## src/rtl/memarb_pkg.sv

```systemverilog
// -----------------------------------------------------------------------------
// memarb_pkg
// Shared definitions for the memory port arbiter: requester count and index
// constants, FSM state encoding, and one-hot/index helpers.
// -----------------------------------------------------------------------------
package memarb_pkg;

  localparam int NREQ = 3;

  typedef logic [1:0] req_idx_t;

  localparam req_idx_t REQ_CPU = 2'd0;
  localparam req_idx_t REQ_VGA = 2'd1;
  localparam req_idx_t REQ_KEY = 2'd2;

  typedef enum logic {
    ARB = 1'b0,  // open arbitration every cycle
    OWN = 1'b1   // one requester holds the port via lock
  } arb_state_e;

  function automatic req_idx_t onehot_to_idx(input logic [NREQ-1:0] oh);
    req_idx_t idx;
    idx = REQ_CPU;
    if (oh[REQ_VGA]) idx = REQ_VGA;
    if (oh[REQ_KEY]) idx = REQ_KEY;
    return idx;
  endfunction

  function automatic logic [NREQ-1:0] idx_to_onehot(input req_idx_t idx);
    return 3'b001 << idx;
  endfunction

endpackage

```

## src/rtl/mem_port_arbiter_rr_pick.sv

```systemverilog
// -----------------------------------------------------------------------------
// rr_pick
// Circular priority search: returns the first requesting bit found when
// scanning upward from start_i, wrapping around.
//
// Ports:
//   req_i   in  NREQ  request vector
//   start_i in  2     index where the search begins
//   gnt_o   out NREQ  one-hot pick (all zero when req_i is zero)
// -----------------------------------------------------------------------------
module rr_pick
  import memarb_pkg::*;
(
  input  logic [NREQ-1:0] req_i,
  input  req_idx_t        start_i,
  output logic [NREQ-1:0] gnt_o
);

  logic     found;
  req_idx_t idx;

  always_comb begin
    // NOTE: every variable gets a default before any branch so no latch is inferred.
    gnt_o = '0;
    found = 1'b0;
    idx   = REQ_CPU;
    for (int k = 0; k < NREQ; k++) begin
      idx = req_idx_t'((int'(start_i) + k) % NREQ);
      if (!found && req_i[idx]) begin
        gnt_o[idx] = 1'b1;
        found      = 1'b1;
      end
    end
  end

endmodule

```

## src/rtl/mem_port_arbiter.sv

```systemverilog
// -----------------------------------------------------------------------------
// mem_port_arbiter
// Shares one synchronous RAM port among CPU (0), VGA reader (1) and keyboard
// writer (2). One access per cycle, round-robin arbitration with an optional
// lock that lets a requester keep the port for up to LOCK_MAX consecutive
// grants. Read data returns one cycle after the read grant.
//
// Build option: define MEMARB_FIXED_PRIO_EN to replace round-robin with fixed
// priority CPU > VGA > keyboard (lock behaviour unchanged).
//
// Ports:
//   Clk, Rst          clock, synchronous active-high reset
//   req/we/lock [3]   per-requester request, write enable, keep-port request
//   addr_in [3*AW]    packed addresses, requester i at [i*AW +: AW]
//   wdata_in [3*DW]   packed write data, requester i at [i*DW +: DW]
//   gnt [3]           one-hot grant, access happens this cycle
//   rvalid [3]        one-hot, rdata valid for that requester this cycle
//   rdata [DW]        read data broadcast
//   ram_addr/ram_data/ram_we  RAM port A controls
//   ram_q [DW]        RAM port A read data (one-cycle latency)
// -----------------------------------------------------------------------------
module mem_port_arbiter
  import memarb_pkg::*;
#(
  parameter int AW       = 10,
  parameter int DW       = 16,
  parameter int LOCK_MAX = 16
) (
  input  logic               Clk,
  input  logic               Rst,
  input  logic [NREQ-1:0]    req,
  input  logic [NREQ-1:0]    we,
  input  logic [NREQ-1:0]    lock,
  input  logic [NREQ*AW-1:0] addr_in,
  input  logic [NREQ*DW-1:0] wdata_in,
  output logic [NREQ-1:0]    gnt,
  output logic [NREQ-1:0]    rvalid,
  output logic [DW-1:0]      rdata,
  output logic [AW-1:0]      ram_addr,
  output logic [DW-1:0]      ram_data,
  output logic               ram_we,
  input  logic [DW-1:0]      ram_q
);

  // Counter holds OWN-state grants; it never needs to exceed LOCK_MAX-2.
  localparam int CNT_W = (LOCK_MAX > 2) ? $clog2(LOCK_MAX) : 1;

  arb_state_e       state_q, state_d;
  req_idx_t         owner_q, owner_d;
  logic [CNT_W-1:0] cnt_q, cnt_d;
  logic             skip_q, skip_d;
  logic [NREQ-1:0]  rd_pend_q, rd_pend_d;
  logic [AW-1:0]    addr_q, addr_d;
  logic [DW-1:0]    data_q, data_d;
`ifndef MEMARB_FIXED_PRIO_EN
  req_idx_t         ptr_q, ptr_d;
`endif

  logic [NREQ-1:0]  owner_bit, cand, pick, gnt_raw;
  logic             own_hold, any_gnt;
  req_idx_t         start, gidx;
  logic [AW-1:0]    sel_addr;
  logic [DW-1:0]    sel_data;

  // Candidate set and search start.
  always_comb begin
    owner_bit = idx_to_onehot(owner_q);
    own_hold  = (state_q == OWN) && req[owner_q];
    cand      = req;
    // After a forced release the previous owner yields once, if anyone else wants the port.
    if (skip_q && ((req & ~owner_bit) != '0)) cand = req & ~owner_bit;
`ifdef MEMARB_FIXED_PRIO_EN
    start = REQ_CPU;
`else
    start = (ptr_q == REQ_KEY) ? REQ_CPU : req_idx_t'(ptr_q + 2'd1);
`endif
  end

  rr_pick u_pick (
    .req_i   (cand),
    .start_i (start),
    .gnt_o   (pick)
  );

  // An owner that stopped requesting loses the port in the same cycle, so
  // the others are arbitrated without a dead cycle.
  always_comb begin
    gnt_raw = own_hold ? owner_bit : pick;
    any_gnt = |gnt_raw;
    gidx    = onehot_to_idx(gnt_raw);
    case (gidx)
      REQ_VGA: begin
        sel_addr = addr_in[1*AW +: AW];
        sel_data = wdata_in[1*DW +: DW];
      end
      REQ_KEY: begin
        sel_addr = addr_in[2*AW +: AW];
        sel_data = wdata_in[2*DW +: DW];
      end
      default: begin
        sel_addr = addr_in[0 +: AW];
        sel_data = wdata_in[0 +: DW];
      end
    endcase
  end

  assign gnt      = Rst ? '0 : gnt_raw;
  assign ram_we   = ~Rst & any_gnt & we[gidx];
  assign ram_addr = Rst ? '0 : (any_gnt ? sel_addr : addr_q);
  assign ram_data = Rst ? '0 : (any_gnt ? sel_data : data_q);
  assign rvalid   = Rst ? '0 : rd_pend_q;
  assign rdata    = (rvalid != '0) ? ram_q : '0;

  // Next-state logic.
  always_comb begin
    state_d   = state_q;
    owner_d   = owner_q;
    cnt_d     = cnt_q;
    skip_d    = skip_q;
    rd_pend_d = (any_gnt && !we[gidx]) ? gnt_raw : '0;
    addr_d    = any_gnt ? sel_addr : addr_q;
    data_d    = any_gnt ? sel_data : data_q;
`ifndef MEMARB_FIXED_PRIO_EN
    ptr_d     = any_gnt ? gidx : ptr_q;
`endif

    if (!any_gnt) begin
      state_d = ARB;
    end else if (own_hold) begin
      skip_d = 1'b0;
      // The ARB grant that won the port is the first of the LOCK_MAX run,
      // so this grant completes the run when cnt_q reaches LOCK_MAX-2.
      if (!lock[owner_q]) begin
        state_d = ARB;
      end else if (int'(cnt_q) + 2 >= LOCK_MAX) begin
        state_d = ARB;
        skip_d  = 1'b1;
      end else begin
        cnt_d = cnt_q + CNT_W'(1);
      end
    end else begin
      skip_d  = 1'b0;
      state_d = ARB;
      if (lock[gidx]) begin
        owner_d = gidx;
        if (LOCK_MAX > 1) begin
          state_d = OWN;
          cnt_d   = '0;
        end else begin
          skip_d = 1'b1;
        end
      end
    end
  end

  always_ff @(posedge Clk) begin
    // NOTE: sequential state uses non-blocking assignments so all flops update together.
    if (Rst) begin
      state_q   <= ARB;
      owner_q   <= REQ_CPU;
      cnt_q     <= '0;
      skip_q    <= 1'b0;
      rd_pend_q <= '0;
      addr_q    <= '0;
      data_q    <= '0;
`ifndef MEMARB_FIXED_PRIO_EN
      ptr_q     <= REQ_KEY;
`endif
    end else begin
      state_q   <= state_d;
      owner_q   <= owner_d;
      cnt_q     <= cnt_d;
      skip_q    <= skip_d;
      rd_pend_q <= rd_pend_d;
      addr_q    <= addr_d;
      data_q    <= data_d;
`ifndef MEMARB_FIXED_PRIO_EN
      ptr_q     <= ptr_d;
`endif
    end
  end

endmodule

```

## config.mk

```make
export PLATFORM = sky130hd
export DESIGN_NAME = mem_port_arbiter
export DESIGN_NICKNAME = d
export VERILOG_FILES = /design/src/rtl/memarb_pkg.sv /design/src/rtl/mem_port_arbiter_rr_pick.sv /design/src/rtl/mem_port_arbiter.sv
export SDC_FILE = /design/constraint.sdc
export NUM_CORES = 1
export LEC_CHECK = 0
export CAP_MARGIN = 20
export CORE_MARGIN = 2
export CORE_UTILIZATION = 33
export CTS_CLUSTER_DIAMETER = 40
export CTS_CLUSTER_SIZE = 25
export DETAILED_ROUTE_END_ITERATION = 8
export PLACE_DENSITY = 0.77
export REMOVE_ABC_BUFFERS = 1
export SYNTH_ARGS = -nofsm -noshare
export SYNTH_HDL_FRONTEND = slang
export SYNTH_SLANG_ARGS = --single-unit
export TNS_END_PERCENT = 10
```

## constraint.sdc

```tcl
create_clock -name Clk -period 3.8 [get_ports Clk]
set_clock_uncertainty 0.05 [all_clocks]
set_input_delay 1.14 -clock Clk [delete_from_list [all_inputs] [get_ports Clk]]
set_output_delay 1.14 -clock Clk [all_outputs]
set_load 0.01 [all_outputs]
```

After elaboration in Yosys (flattened, before gate mapping)

Cells that the tools add are included.

Flip-flop bits (word level): 39
Bits of input ports: 105
Output and inout port bits: 49
Word-level logic and storage cells: 111

Add/subtract/negate cells: 5
Div/mod/pow operators: 3
$lt $le $gt $ge: 9
Equality and inequality tests: 6
Shift operators: 1
Mux-type cells: 50
Bitwise operators: 10
Reduce and logical (&&, ||, !) cells: 19

Operators by type and width:

| operator                                                    | number |
|---|---|
| remainder unit 32 x 3 -> 32 bit (second input constant)     | 2 |
| 2-to-1 mux 16 bit                                           | 3 |
| remainder unit 3 x 3 -> 32 bit (second input constant)      | 1 |
| one-hot mux 16 bit (2 select lines)                         | 1 |
| 2-to-1 mux 3 bit                                            | 7 |
| 2-to-1 mux 1 bit                                            | 20 |
| 2-to-1 mux 10 bit                                           | 2 |
| one-hot mux 10 bit (2 select lines)                         | 1 |
| 2-to-1 mux 4 bit                                            | 4 |
| less-than comparator 2 x 3 -> 1 bit (second input constant) | 5 |
| binary-select mux 1 bit (select 2 bit)                      | 7 |
| logical AND 1 bit                                           | 8 |
| demux 1 bit (select 2 bit)                                  | 3 |
| >= comparator 2 x 1 -> 1 bit (second input constant)        | 3 |
| bitwise OR 3 bit                                            | 2 |
| nonzero test 3 bit                                          | 2 |
| adder 4 x 2 -> 5 bit (second input constant)                | 1 |
| >= comparator 5 bit (second input constant)                 | 1 |
| adder 4 x 1 -> 4 bit (second input constant)                | 1 |
| equality test 2 bit (second input constant)                 | 2 |
| 2-to-1 mux 2 bit                                            | 2 |
| inverter 1 bit                                              | 4 |
| AND reduction 4 bit                                         | 1 |
| OR reduction 2 bit                                          | 2 |
| 15 further kinds                                            | 18 |

Logic depth before layout (Yosys ltp)

Gate-level depths: netlist (run 1).

Word-level depth: 24
Mapped depth: 11
Mapped depth without buffers: 7

Hierarchy

A second synthesis (run 1) with hierarchy kept.

Cells, all modules: 406
Area, all modules: 3,005.4 um^2

Modules (own cells, without submodules):

| module           | instances | cells an instance | area each (um^2) |
|---|---|---|---|
| mem_port_arbiter | 1         | 370               | 2,732.6 |
| rr_pick          | 1         | 36                | 272.8 |

Least setup slack after synthesis (run 1)

Ideal clock, no wire load.

Kind: input to output
From: input req[0]
To: output ram_data[10]
Arrival time: 3,006 ps
Required time: 2,610 ps
Path slack: -396 ps
Stages: 9
Path buffers: 3
Cells stage by stage: mux2_4 -> mux2i_1 -> nand2b_1 -> buf_6 -> mux2i_4 -> buf_6 -> buf_4 -> a22oi_1 -> a311oi_1

Cells in the longest elaborated chain, start to end: 20
Elaborated cells on any way between the ends: 33
Classes of those cells: eq/ne: 2; mux: 20; bitwise: 3; reduce/logical: 8

Ends and longest elaborated chain:

| item                                                                       | RTL line                       | source |
|---|---|---|
| start, declared                                                            | mem_port_arbiter.sv:31         | `input logic [NREQ-1:0] req,` |
| bitwise AND 3 bit                                                          | mem_port_arbiter.sv:71         | `if (skip_q && ((req & ~owner_bit) != '0)) cand = req & ~owner_bit;` |
| nonzero test 3 bit                                                         | mem_port_arbiter.sv:71         |  |
| logical AND 1 bit                                                          | mem_port_arbiter.sv:71         |  |
| 2-to-1 mux 3 bit                                                           | mem_port_arbiter.sv:71         |  |
| binary-select mux 1 bit (select 2 bit)                                     | mem_port_arbiter_rr_pick.sv:29 | `if (!found && req_i[idx]) begin` |
| 2-to-1 mux 1 bit (not written as such)                                     | mem_port_arbiter_rr_pick.sv:29 |  |
| 2-to-1 mux 1 bit                                                           | mem_port_arbiter_rr_pick.sv:29 |  |
| zero test 1 bit                                                            | mem_port_arbiter_rr_pick.sv:29 |  |
| (+3 left out)                                                              | --                             |  |
| logical AND 1 bit                                                          | mem_port_arbiter_rr_pick.sv:29 |  |
| 2-to-1 mux 3 bit                                                           | mem_port_arbiter_rr_pick.sv:29 |  |
| 2-to-1 mux 3 bit (*)                                                       | mem_port_arbiter.sv:88         | `gnt_raw = own_hold ? owner_bit : pick;` |
| 2-to-1 mux 1 bit                                                           | memarb_pkg.sv:24               | `if (oh[REQ_VGA]) idx = REQ_VGA;` |
| 2-to-1 mux 2 bit                                                           | memarb_pkg.sv:25               | `if (oh[REQ_KEY]) idx = REQ_KEY;` |
| equality test 2 bit / equality test 2 x 1 -> 1 bit (equally long branches) | mem_port_arbiter.sv:91         | `case (gidx)` |
| one-hot mux 16 bit (2 select lines)                                        | mem_port_arbiter.sv:91         |  |
| 2-to-1 mux 16 bit (*) (2 in series)                                        | --                             |  |
| end, declared                                                              | mem_port_arbiter.sv:40         | `output logic [DW-1:0] ram_data,` |

Every way passes the cells marked *; elsewhere a longest branch is shown, timed or not. The select of a mux whose other input is x is not followed.

Worst setup path in the final report (run 1)

From: input req[0]
To: output ram_data[4]

The elaborated chain is that of the path after synthesis.

==> results of run 1 <==
==> kinds of logic after synthesis <==
group	Yosys count	synth area share
flip-flops	39	0.3208
XOR/XNOR	1	0.003600
AND/OR/NAND/NOR	93	0.2077
AO/OA/AOI/OAI	105	0.3496
adder cells (fa/ha/maj)	1	0.005141
buffers and inverters	33	0.07815
multiplexers	6	0.03496
==> worst min path at each step <==
| stage | end | slack [ps] | depth (start not counted) |
|---|---|---|---|
| after floorplan | cnt_q[0]$_SDFFE_PP0P_ | 420 | 2 |
| after global placement | cnt_q[0]$_SDFFE_PP0P_ | 440 | 2 |
| after detailed placement | addr_q[8]$_DFF_P_ | 450 | 2 |
| after CTS | addr_q[8]$_DFF_P_ | 460 | 2 |
| after global routing | cnt_q[1]$_SDFFE_PP0P_ | 470 | 2 |
| final | cnt_q[1]$_SDFFE_PP0P_ | 460 | 2 |
==> stage by stage <==
stage          hold WS [ps]  worst slack (ps)
2_1_floorplan         422.0             -1698
3_3_place_gp          438.5             -1444
3_5_place_dp          445.5             -1464
4_1_cts               456.5            -502.9
5_1_grt               473.6            -515.1
6_report              456.7            -435.2
==> cell type report <==
class,count,area share
Sequential cell,39,0.1543
Inverter,7,0.005194
Timing Repair Buffer,214,0.4121
Clock inverter,1,0.005936
Clock buffer,6,0.01435
Tap cell,99,0.02449
Multi-Input combinational cell,206,0.3836
==> cell usage in the layout, fill, tap and decap left out, types with 11 or more instances in the layout <==
master           instances
clkdlybuf4s50_1        119
buf_4                   41
dfxtp_1                 39
nand2_1                 30
buf_2                   30
a311oi_2                25
a22oi_2                 23
and2_1                  17
a211oi_1                12
nor2_1                  11
==> registers in the layout (all words and copies together) (netlist names) <==
name       cells
rd_pend_q      3
data_q        16
skip_q         1
addr_q        10
state_q        1
cnt_q          4
ptr_q          2
owner_q        2
==> metal layers <==
layer  share of wire  up-vias
li1                -     1463
met1            0.38     1491
met2            0.53      145
met3           0.064       21
met4           0.026        0
met5               0        -
==> worst min-delay path, cell delays in order, from the launching register on <==
cell and delay [ps]:
dfxtp_1 340, nand2_1 80, o31ai_2 50
==> where the power goes <==
part / internal (W) / switching [W]
clock: 0.000193 / 0.000148
combinational: 0.000516 / 0.000441
sequential: 0.000471 / 0.0000353
==> what timing repair did <==
| item | in CTS | in global routing |
|---|---|---|
| pin swaps | 37 | 24 |
| hold buffers | 0 | 0 |
| cloned | 5 | 0 |
| setup buffers | 17 | 3 |
| resized for setup | 241 | 26 |
| endpoints found under the setup margin | 46 | 46 |
==> reports/metrics.csv, run 1 <==
stage;metric;value;unit
synthesis;main flop type after synthesis;dfxtp_1;
detailed_routing;router iterations before antenna repair;4;
synthesis;Post-Syn Area per Cell;8.754;um^2
job;Max Cap Viol;0;
global_route;total congestion overflow;0;
power;VDD IR max;221.6;uV
critical_path;reg-to-reg critical path endpoint;owner_q[1]$_SDFFE_PP0P_;
critical_path;Worst Setup Start Kind;input pin;
critical_path;Crit path depth;10;
synthesis;top cell type's share of synthesized area;0.3208;
critical_path;critical path buffer and inverter count;4;
detailed_routing;total number of vias;3120;
floorplan;floorplan row count;31;
synthesis;Mapped Area;2434;um^2
detailed_routing;routed length per placed instance;17.56;um
sta;RSZ-0062 raised after global routing;yes;
critical_path;nature of the critical path endpoint;primary output;
power;Static Leakage;1.905;nW
critical_path;Req. time, crit path;2610;ps
layout;multi-input logic area;1941;um^2
critical_path;reg2reg setup slack;970;ps
cts;Skew-Pair Late Insertion Delay;300;ps
cts;CTS H-tree depth;2;
floorplan;Die Y;89.88;um
placed_design;number of port buffers;153;
power;total power;0.001804;W
synthesis;most common cell in the netlist;dfxtp_1;
critical_path;max incr delay on CP;270;ps
critical_path;r2r startpoint;owner_q[1]$_SDFFE_PP0P_;
placed_design;placed cell area;4290;um^2
global_route;initial antenna violation count;0;
layout;nets;579;
global_route;GRT busiest layer;met2;
sta;FMAX;0.2361;GHz
critical_path;crit path DAT;3050;ps
detailed_routing;drt first-iter violations;137;
power;PwrDens;356.6;nW/um^2
placed_design;placed cells;541;
cts;TritonCTS clock tree;done;
synthesis;number of synthesized flops with an enable pin;0;
floorplan;Die Area;8078;um^2
global_route;vias in the first global route;3155;
synthesis;Async SR Flop Fraction;0;
cts;clock buffer count from CTS;5;
cts;clock-pin slew on the worst setup and hold paths;70;ps
layout;diodes inserted;0;
global_route;total global-route track usage;0.2388;
critical_path;crit path from;req[0];
detailed_routing;post-route ant nets;0;
floorplan;io pins;154;
detailed_routing;total routed wirelength;10040;um
layout;synth-to-layout area growth;107.9;%
global_route;first-pass GRT wire length;15720;um
sta;crit share post-route;1.115;
critical_path;critical path class;input pin to primary output;
global_route;pin count of the biggest net entering global routing;34;
floorplan;core area;7214;um^2
layout;Design Area, Final;5059;um^2
synthesis;Distinct cells, synth;52;
synthesis;Synth area leaders;dfxtp_1 32%, a311oi_1 9.4%, a22oi_1 8.3%, a211oi_1 7.7%, nand2_1 4.8%;
detailed_routing;Residual DRC;0;
layout;Final Util;0.7012;
synthesis;commonest cells in the netlist;39 x dfxtp_1, 31 x nand2_1, 27 x a22oi_1;
critical_path;crit-path max FO;8;
min_path;Worst Hold Class;flop to flop;
sta;final setup violation count;28;
sta;slew margin rel.;0.6406;
run_status;violated checks;setup timing;
floorplan;Die Wd;89.88;um
critical_path;FF-to-FF path depth;11;
synthesis;Syn Inst Count;278;
sta;final max-slew violation count;0;
sta;Hold Vio Cnt, Final;0;
synthesis;sequential-to-total area share from yosys stat;0.3208;
synthesis;Yosys Warn Count;0;
cts;# clock sinks;39;
global_route;met3 usage;0.05113;
sta;Final WS setup;-435.2;ps
cts;Root Driver;clkbuf_8;
floorplan;Initial Util;0.3373;
sta;setup TNS;-10570;ps
synthesis;cell taking the most area after synthesis;dfxtp_1;
layout;Sequential Area;780.7;um^2
detailed_routing;vias per cell;5.455;
min_path;hold_sp;cnt_q[1]$_SDFFE_PP0P_;
critical_path;CP top delay family;multiplexers;
critical_path;Slowest cell on crit path;mux2_4;
layout;layout cells sized above 1;0.4017;
layout;Final Non-Filler Cells;572;
placed_design;GP Congestion;0.8937;
placed_design;hpwl dp;6847;um
cts;clock buffer depth;2;
synthesis;Yosys reg bits;39;
global_route;met2 usage;0.4438;
layout;Fillers;520;
critical_path;CP endpoint;ram_data[4];
run_status;outcome;complete, but fails checks;
global_route;met1 usage;0.2667;
sta;fin crit period;4235;ps
critical_path;CP cell instances;buf_12, mux2_4, mux2i_4, nand2b_4, mux2i_4, buf_6, buf_12, a22oi_1, a311oi_2, buf_2;
sta;worst slew pin tran;533.5;ps
Note: power is estimated with default switching activity, not from simulation.
==> run 2, diff against run 1 <==
Settings changed: CORE_UTILIZATION 33 to 34, CTS_BUF_LIST set to sky130_fd_sc_hd__clkbuf_4 sky130_fd_sc_hd__clkbuf_8, PLACE_DENSITY 0.77 to 0.78.
==> reports/metrics.csv, run 2 (synthesized netlist as in run 1, its figures left out) <==
stage;metric;value;unit;change
cts;clock buffer count from CTS;5;;unchanged
detailed_routing;Residual DRC;0;;unchanged
critical_path;CP cell instances;buf_8, buf_6, nor3b_4, o41ai_4, mux2i_4, buf_12, nor2_8, buf_6, buf_12, a22oi_2, a311oi_2, buf_2;;
floorplan;io pins;154;;unchanged
sta;fin crit period;4414;ps;+179.1 ps
detailed_routing;total number of vias;3317;;+6.3%
detailed_routing;router iterations before antenna repair;6;;+2
sta;crit share post-route;1.162;;+0.04713
global_route;vias in the first global route;3372;;+6.9%
critical_path;Req. time, crit path;2610;ps;about the same
min_path;Worst Hold Class;flop to flop;;
sta;final setup violation count;30;;+7.1%
layout;Largest register FFs;16;;unchanged
detailed_routing;routed length per placed instance;19.91;um;+13%
global_route;total global-route track usage;0.2809;;+0.04217
critical_path;crit-path max FO;5;;-3
cts;CTS H-tree depth;2;;unchanged
detailed_routing;post-route ant nets;0;;unchanged
placed_design;GP Congestion;0.8906;;-0.35%
power;Static Leakage;1.970;nW;+3.4%
placed_design;hpwl dp;6619;um;-3.3%
sta;FMAX;0.2265;GHz;-4.1%
floorplan;floorplan row count;30;;-3.2%
sta;final max-slew violation count;0;;unchanged
critical_path;nature of the critical path endpoint;primary output;;
sta;RSZ-0062 raised after global routing;yes;;
layout;Final Util;0.7470;;+0.04582
layout;Top reg by flops;data_q;;
cts;hold_buf cts;0;;unchanged
critical_path;Worst Setup Start Kind;input pin;;
global_route;initial antenna violation count;0;;unchanged
global_route;first-pass GRT wire length;16930;um;+7.7%
placed_design;number of port buffers;153;;unchanged
power;total power;0.001832;W;+1.5%
detailed_routing;total routed wirelength;11530;um;+15%
sta;setup TNS;-14780;ps;-4210 ps
floorplan;core area;6869;um^2;-4.8%
layout;synth-to-layout area growth;110.8;%;
floorplan;Die Area;7850;um^2;-2.8%
sta;slew margin rel.;0.6182;;-0.02239
cts;Skew-Pair Late Insertion Delay;290;ps;about the same
run_status;outcome;complete, but fails checks;;
critical_path;critical path buffer and inverter count;6;;+2
cts;# clock sinks;39;;unchanged
critical_path;Slowest cell on crit path;o41ai_4;;
layout;most common cell after layout, fill and taps aside;clkdlybuf4s50_1;;
global_route;total congestion overflow;0;;unchanged
global_route;pin count of the biggest net entering global routing;36;;+5.9%
sta;Hold Vio Cnt, Final;0;;unchanged
critical_path;critical path class;input pin to primary output;;
cts;Root Driver;clkbuf_8;;
floorplan;Die Wd;88.60;um;-1.4%
floorplan;Die Y;88.60;um;-1.4%
placed_design;Setup WS pre-CTS;-1494;ps;-29.30 ps
power;VDD IR max;221.1;uV;-0.23%
layout;nets;588;;+1.6%
cts;clock-pin slew on the worst setup and hold paths;80;ps;about the same
layout;Fillers;440;;-15%
critical_path;CP top delay family;buffers and inverters;;
layout;most frequent cells in the layout;118 x clkdlybuf4s50_1, 43 x buf_4, 39 x dfxtp_1;;
detailed_routing;vias per cell;5.729;;+5.0%
critical_path;crit path DAT;3220;ps;+170 ps
floorplan;Initial Util;0.3543;;+0.01696
run_status;violated checks;setup timing;;
layout;Regs by FF count;data_q x16, addr_q x10, cnt_q x4;;
critical_path;max incr delay on CP;420;ps;+150 ps
job;Max Cap Viol;0;;unchanged
cts;clock buffer depth;2;;unchanged
detailed_routing;drt first-iter violations;190;;+39%
layout;layout cells sized above 1;0.4037;;+0.002035
sta;Final WS setup;-614.3;ps;-179.1 ps
power;PwrDens;357.0;nW/um^2;+0.10%
sta;worst slew pin tran;572.7;ps;+39.22 ps
cts;TritonCTS clock tree;done;;
layout;diodes inserted;0;;unchanged
run 2: changes by cell type in the layout (fill, tap and decap cells not counted), moves of 2 or more:
cell	previous run	this run
buf_2	30	28
buf_4	41	43
a311oi_4	0	2
nor2_2	2	0
buf_6	6	15
a22oi_1	4	8
a22oi_2	23	19
a311oi_2	25	22
run 2: worst paths after layout:
path / cells after the start / endpoint / start / slack (ps)
max reg2reg: 11 / data_q[8]$_DFF_P_ / owner_q[0]$_SDFFE_PP0P_ / 1090
max: 12 / ram_data[10] / req[2] / -610
min: 2 / cnt_q[1]$_SDFFE_PP0P_ / cnt_q[1]$_SDFFE_PP0P_ / 500
min reg2reg: 2 / cnt_q[1]$_SDFFE_PP0P_ / cnt_q[1]$_SDFFE_PP0P_ / 500
run 2: tightest hold or removal path: cells and delay by family, from the launching register on:
| family | cells | cell delay, ps |
|---|---|---|
| compound gates | 1 | 60 |
| flops | 1 | 350 |
| simple gates | 1 | 90 |
run 2: area by class of cell:
| class | instances | area [um^2] | share of cell area |
|---|---|---|---|
| inverters | 7 | 26.28 | 0.005121 |
| repair buffers | 223 | 2165 | 0.4218 |
| clock buffers | 6 | 76.32 | 0.01487 |
| flip-flops and latches | 39 | 780.7 | 0.1522 |
| clock inverters | 2 | 12.51 | 0.002438 |
| well taps | 96 | 120.1 | 0.02341 |
| multi-input cells | 206 | 1951 | 0.3802 |
run 2: power breakdown:
| part | leakage (nW) | switching [W] | internal, W |
|---|---|---|---|
| logic | 1.60 | 0.000480 | 0.000547 |
| clock network | 0.0446 | 0.000159 | 0.000136 |
| registers | 0.323 | 0.0000393 | 0.000470 |
run 2: routing by layer:
| metal | vias up | GRT usage | routed length [um] |
|---|---|---|---|
| li1 | 1487 | - | - |
| met1 | 1552 | 0.2954 | 4128 |
| met2 | 228 | 0.4880 | 5789 |
| met3 | 50 | 0.08302 | 1037 |
| met4 | 0 | 0.1804 | 574 |
| met5 | - | 0 | 0 |
run 2: metrics by stage:
stage | instance area [um^2] | cells | hold WS [ps]
floorplan | 2270 | 252 | 422.0
global placement | 4247 | 536 | 438.2
detailed placement | 4247 | 536 | 447.3
CTS | 4972 | 577 | 458.2
global route | 5131 | 579 | 513.6
finish | 5131 | 579 | 496.1
run 2: repair_timing:
item                       4_1_cts  5_1_grt
setup endpoints to repair       46       46
cloned                           6        0
pin swaps                       34       25
gates resized for setup        213       54
buffers inserted                27        6
